<file path="src/rtl/pipe_ctrl_pkg.sv">
// rtl/pipe_ctrl_pkg.sv - shared state encoding, PC select codes and register index width
package pipe_ctrl_pkg;

  localparam int REG_IDX_W = 5;

  typedef enum logic [1:0] {
    RUN           = 2'd0,
    MEM_STALL     = 2'd1,
    REDIRECT_WAIT = 2'd2
  } state_t;

  localparam logic PC_SEL_SEQ = 1'b0;
  localparam logic PC_SEL_TGT = 1'b1;

endpackage

</file>
<file path="src/rtl/load_use_detect.sv">
// rtl/load_use_detect.sv - combinational load-use hazard compare between EX load and ID sources
module load_use_detect
  import pipe_ctrl_pkg::*;
(
  input  logic                 ex_valid,
  input  logic                 ex_mem_read,
  input  logic [REG_IDX_W-1:0] ex_rd,
  input  logic [REG_IDX_W-1:0] id_rs1,
  input  logic [REG_IDX_W-1:0] id_rs2,
  input  logic                 id_use_rs1,
  input  logic                 id_use_rs2,
  output logic                 Hazard
);

  logic rs1_match;
  logic rs2_match;

  assign rs1_match = id_use_rs1 && (id_rs1 == ex_rd);
  assign rs2_match = id_use_rs2 && (id_rs2 == ex_rd);

  // x0 is hardwired zero, so a load targeting it never creates a dependency
  assign Hazard = ex_valid && ex_mem_read && (ex_rd != '0) && (rs1_match || rs2_match);

endmodule

</file>
<file path="src/rtl/pipe_redirect_ctrl.sv">
// rtl/pipe_redirect_ctrl.sv - pipeline redirect/stall controller; statistics counters enabled by REDIRECT_STATS_EN
module pipe_redirect_ctrl
  import pipe_ctrl_pkg::*;
#(
  parameter int XLEN  = 32,
  parameter int CNT_W = 32
) (
  input  logic                 clk,
  input  logic                 rst_n,
  input  logic                 ExValid,
  input  logic                 ExJumpFlag,
  input  logic [XLEN-1:0]      ExJumpTarget,
  input  logic                 ExMemRead,
  input  logic [REG_IDX_W-1:0] ExRd,
  input  logic [REG_IDX_W-1:0] IdRs1,
  input  logic [REG_IDX_W-1:0] IdRs2,
  input  logic                 IdUseRs1,
  input  logic                 IdUseRs2,
  input  logic                 ImemReady,
  input  logic                 DmemBusy,
  output logic                 PcWrite,
  output logic                 PcSel,
  output logic [XLEN-1:0]      PcTarget,
  output logic                 IfIdWrite,
  output logic                 IdExWrite,
  output logic                 ExMemWrite,
  output logic                 IfIdFlush,
  output logic                 IdExFlush,
  output logic [CNT_W-1:0]     RedirectCnt,
  output logic [CNT_W-1:0]     StallCnt
);

  state_t          state, state_next;
  logic            pending, pending_next;
  logic [XLEN-1:0] target, target_next;

  logic            hazard;
  logic            ex_jump;
  logic            redirect_req;
  logic [XLEN-1:0] redirect_tgt;

  load_use_detect u_load_use_detect (
    .ex_valid    (ExValid),
    .ex_mem_read (ExMemRead),
    .ex_rd       (ExRd),
    .id_rs1      (IdRs1),
    .id_rs2      (IdRs2),
    .id_use_rs1  (IdUseRs1),
    .id_use_rs2  (IdUseRs2),
    .Hazard      (hazard)
  );

  // A latched redirect is older than anything now in EX, so it wins
  assign ex_jump      = ExValid && ExJumpFlag;
  assign redirect_req = pending || ex_jump;
  assign redirect_tgt = pending ? target : ExJumpTarget;

  // State, pending flag and held target; reset drops any pending redirect at once
  always_ff @(posedge clk or negedge rst_n) begin
    if (!rst_n) begin
      state   <= RUN;
      pending <= 1'b0;
      target  <= '0;
    end else begin
      state   <= state_next;
      pending <= pending_next;
      target  <= target_next;
    end
  end

  // Next state and all pipeline controls, priority busy > redirect > hazard > fetch wait
  always_comb begin
    state_next   = state;
    pending_next = pending;
    target_next  = target;
    PcWrite      = 1'b0;
    PcSel        = PC_SEL_SEQ;
    PcTarget     = '0;
    IfIdWrite    = 1'b0;
    IdExWrite    = 1'b0;
    ExMemWrite   = 1'b0;
    IfIdFlush    = 1'b0;
    IdExFlush    = 1'b0;

    if (!rst_n) begin
      state_next   = RUN;
      pending_next = 1'b0;
      target_next  = '0;
      IfIdFlush    = 1'b1;
      IdExFlush    = 1'b1;
    end else if (DmemBusy) begin
      state_next = MEM_STALL;
      if (redirect_req) begin
        pending_next = 1'b1;
        target_next  = redirect_tgt;
      end
    end else if (redirect_req) begin
      PcSel      = PC_SEL_TGT;
      PcTarget   = redirect_tgt;
      PcWrite    = ImemReady;
      IfIdWrite  = 1'b1;
      IdExWrite  = 1'b1;
      ExMemWrite = 1'b1;
      IfIdFlush  = 1'b1;
      IdExFlush  = 1'b1;
      if (ImemReady) begin
        state_next   = RUN;
        pending_next = 1'b0;
      end else begin
        state_next   = REDIRECT_WAIT;
        pending_next = 1'b1;
        target_next  = redirect_tgt;
      end
    end else if (hazard) begin
      state_next = RUN;
      IdExWrite  = 1'b1;
      ExMemWrite = 1'b1;
      IdExFlush  = 1'b1;
    end else begin
      state_next = RUN;
      PcWrite    = ImemReady;
      IfIdWrite  = ImemReady;
      IfIdFlush  = !ImemReady;
      IdExWrite  = 1'b1;
      ExMemWrite = 1'b1;
    end
  end

`ifdef REDIRECT_STATS_EN
  logic [CNT_W-1:0] redirect_cnt;
  logic [CNT_W-1:0] stall_cnt;

  // Saturating counts of issued redirects and cycles without a PC update
  always_ff @(posedge clk or negedge rst_n) begin
    if (!rst_n) begin
      redirect_cnt <= '0;
      stall_cnt    <= '0;
    end else begin
      if (PcWrite && (PcSel == PC_SEL_TGT) && (redirect_cnt != '1))
        redirect_cnt <= redirect_cnt + CNT_W'(1);
      if (!PcWrite && (stall_cnt != '1))
        stall_cnt <= stall_cnt + CNT_W'(1);
    end
  end

  assign RedirectCnt = redirect_cnt;
  assign StallCnt    = stall_cnt;
`else
  assign RedirectCnt = '0;
  assign StallCnt    = '0;
`endif

endmodule

</file>
<file path="config.mk">
export PLATFORM = sky130hd
export DESIGN_NAME = pipe_redirect_ctrl
export DESIGN_NICKNAME = d
export VERILOG_FILES = /design/src/rtl/pipe_ctrl_pkg.sv /design/src/rtl/load_use_detect.sv /design/src/rtl/pipe_redirect_ctrl.sv
export SDC_FILE = /design/constraint.sdc
export NUM_CORES = 1
export LEC_CHECK = 0
export CAP_MARGIN = 40
export CORE_MARGIN = 2
export CORE_UTILIZATION = 45
export CTS_CLUSTER_SIZE = 28
export DETAILED_ROUTE_END_ITERATION = 12
export DONT_BUFFER_PORTS = 1
export SLEW_MARGIN = 15
export SYNTH_ARGS = -nofsm -noshare
export SYNTH_HDL_FRONTEND = slang
export SYNTH_SLANG_ARGS = --single-unit
</file>
<file path="constraint.sdc">
create_clock -name clk -period 2.8 [get_ports clk]
set_clock_uncertainty 0.15 [all_clocks]
set_input_delay 0.7 -clock clk [delete_from_list [all_inputs] [get_ports clk]]
set_output_delay 0.7 -clock clk [all_outputs]
set_load 0.01 [all_outputs]
</file>
==> out/metrics.csv <==
stage,metric,value,unit
setup_path,worst_setup_path_end_kind,output pin,
drt,final_antenna_net_count,0,
setup_path,critPathTopFamily,compound AO/OA/AOI/OAI gates,
grt,antenna_found_initial,0,
setup_path,crit_chain,or3_1 -> o311a_1 -> and2_4 -> a21oi_1,
clock_network,cts_inserted_buffers,5,
setup_path,critPathRequiredTime,1.95,ns
sta,min_period_over_period,95.82,%
drt,first_pass_iters,4,
grt,grt_max_degree,40,
placed_design,place_hpwl,3.491,mm
placed_design,gp_congestion,0.7221,
cells_and_area,layout_commonest_cell,nand2_1,
placed_design,post_dp_cell_area,2654,sq um
sta,finalHoldViolations,0,
die,initial_core_util,46.82,%
power_and_ir_drop,power.total,0.001096,W
clock_network,htreeDepth,2,
power_and_ir_drop,seqPwrFrac,47.2,%
clock_network,clock_path_buffers,2,
clock_network,clock-sinks,33,
drt,viasPerCell,4.629,
clock_network,clkTransAtPathRegs,0.06,ns
setup_path,crit_type,in -> out,
sta,fin_hold_ws,0.1016,ns
drt,post_drt_wl_per_cell,12.53,microns
run_status,status,completed,
sta,rsz0062_at_grt,false,
run,drv_cap,0,
cells_and_area,area_growth,6.175,%
yosys,yosysUniqueCellTypes,26,
drt,routed_wl,5.199,mm
grt,grt_overflow,0,
power_and_ir_drop,power_density,398.1,nW/um^2
sta,fin_tns_setup,0,ns
power_and_ir_drop,p_int,0.0007743,W
cells_and_area,drive_gt1_share,14.58,%
yosys,synth_seq_area_share,31.84,%
drt,vias,1921,
yosys,netlist_area,2594,sq um
power_and_ir_drop,p_sw_share,29.37,%
clock_network,cts_tree,yes,
grt,grt.total_usage,15.76,%
yosys,synth-seq-cells,33,
cells_and_area,final_cell_mix,"nand2_1, conb_1, buf_4",
die,die_area,6387,sq um
power_and_ir_drop,p_leak,1.282,nW
die,core_area,5540,sq um
cells_and_area,layout.nets,398,
sta,fmax,372.7,MHz
sta,fin_crit,2.683,ns
placed_design,io_buffers,0,
yosys,syn_area_per_cell,8.234,sq um
sta,setup_viol,0,
sta,slew_violations,0,
power_and_ir_drop,clkPwrFrac,30.6,%
setup_path,cp-start-kind,primary input,
setup_path,worstPathBufferInverterCount,0,
die,ios,159,
setup_path,slowest_delay,0.37,ns
grt,grt_pass1_wl,7.941,mm
cells_and_area,final_area,2754,sq um
die,dieWidth,79.92,microns
power_and_ir_drop,p_comb_share,22.1,%
grt,grt_pass1_vias,1697,
clock_network,clk_latency,0.27,ns
power_and_ir_drop,ir_drop,247.7,uV
clock_network,cts-root-buf,clkbuf_8,
drt,drt_iter0_markers,54,
yosys,syn_inst,315,
die,die_h,79.92,microns
drt,drc,0,
setup_path,reg2regPathDepth,5,
min_path,hold_class,in -> async,
yosys,yosys_warnings,0,
setup_path,slowest_stage,or3_1,
setup_path,cp_data_arrival_time,1.83,ns
setup_path,cp_max_fo,3,
setup_path,cp.depth,4,
cells_and_area,diodes,0,
power_and_ir_drop,switchingPower,0.0003220,W
die,rows,27,
==> worst reg2reg max path: stages, from the launching register on <==
cell	delay, ns
dfrtp_2	0.44
buf_4	0.26
nor3_4	0.21
buf_4	0.35
nand2_1	0.10
a21boi_0	0.19
==> cells by family (layout without fill, tap and decap cells) <==
kind of cell	Yosys count	in the layout	share of synthesized area, %
AO/OA/AOI/OAI	43	43	12.45
buffers and inverters	85	50	22.62
multiplexers	32	32	12.35
XOR/XNOR	10	10	3.377
AND/OR/NAND/NOR	111	111	17.22
flip-flops	33	33	31.84
other	1	64	0.1446
==> routing by layer <==
metal	routed length, microns	part of all wire, %	GRT usage (%)	up-vias
met5	0	0	0	-
met3	502	9.7	4.525	7
met1	2101	40	19.45	894
met4	52	1.0	4.915	0
li1	-	-	-	942
met2	2542	49	26.50	78
==> power groups by stage <==
stage                     logic, W  registers (W)  clock network (W)
after floorplan           0.000260       0.000522                  0
after global placement    0.000228       0.000526                  0
after detailed placement  0.000231       0.000527                  0
after CTS                 0.000244       0.000518           0.000351
after global routing      0.000272       0.000520           0.000377
final                     0.000243       0.000518           0.000336
==> layout make-up <==
class	count	area [sq um]
Fill cell	560	2786
Multi-Input combinational cell	260	1424
Sequential cell	33	827.0
Timing Repair Buffer	40	325.3
Tap cell	72	90.09
Clock buffer	8	80.08
Inverter	2	7.507
==> path summary, 6_finish.rpt <==
check | from | endpoint | slack, ns
setup / recovery | ExRd[0] | PcWrite | 0.12
setup reg to reg | pending$_DFFE_PN0P_ | target[30]$_DFFE_PN0P_ | 1.01
min in group clk | target[20]$_DFFE_PN0P_ | target[20]$_DFFE_PN0P_ | 0.37
hold reg to reg | target[20]$_DFFE_PN0P_ | target[20]$_DFFE_PN0P_ | 0.37
max in group asynchronous | rst_n | pending$_DFFE_PN0P_ | 2.21
hold / removal | rst_n | target[20]$_DFFE_PN0P_ | 0.10
==> per-stage QoR <==
stage	setup WS (ns)	std cells	utilization (%)
finish	0.1170	415	49.71
global route	0.09816	415	49.71
CTS	0.1253	415	49.71
detailed placement	0.1271	406	47.90
global placement	0.1434	406	47.90
floorplan	0.1953	378	-
==> registers in the layout, summed over array words and instances, names as in the netlist <==
signal,cells
pending,1
target,32
==> synth_stat cells <==
master,number,area share (%)
xnor2_1,10,3.4
a21oi_4,1,0.63
o22ai_1,1,0.24
a21boi_0,19,5.5
a21o_1,1,0.29
or3_1,2,0.48
o311a_1,1,0.39
a21boi_1,13,3.8
inv_1,2,0.29
a21oi_1,2,0.39
nor2_1,32,4.6
o21ai_0,3,0.58
a41oi_1,1,0.34
nor3b_1,1,0.29
clkbuf_1,7,1.0
nor2b_1,2,0.48
buf_4,69,20
nand4_1,2,0.48
a31o_2,1,0.34
dfrtp_1,33,32
nand2_1,70,10
conb_1,1,0.14
buf_2,7,1.4
nor3_2,1,0.39
mux2i_1,32,12
and2_4,1,0.34
==> repair_timing <==
item                      CTS  global route
hold buffers                1             0
hold endpoints to repair   33             0
buffers inserted            0             0
resized for setup           0             0
Power figures use the tool's default switching activity.
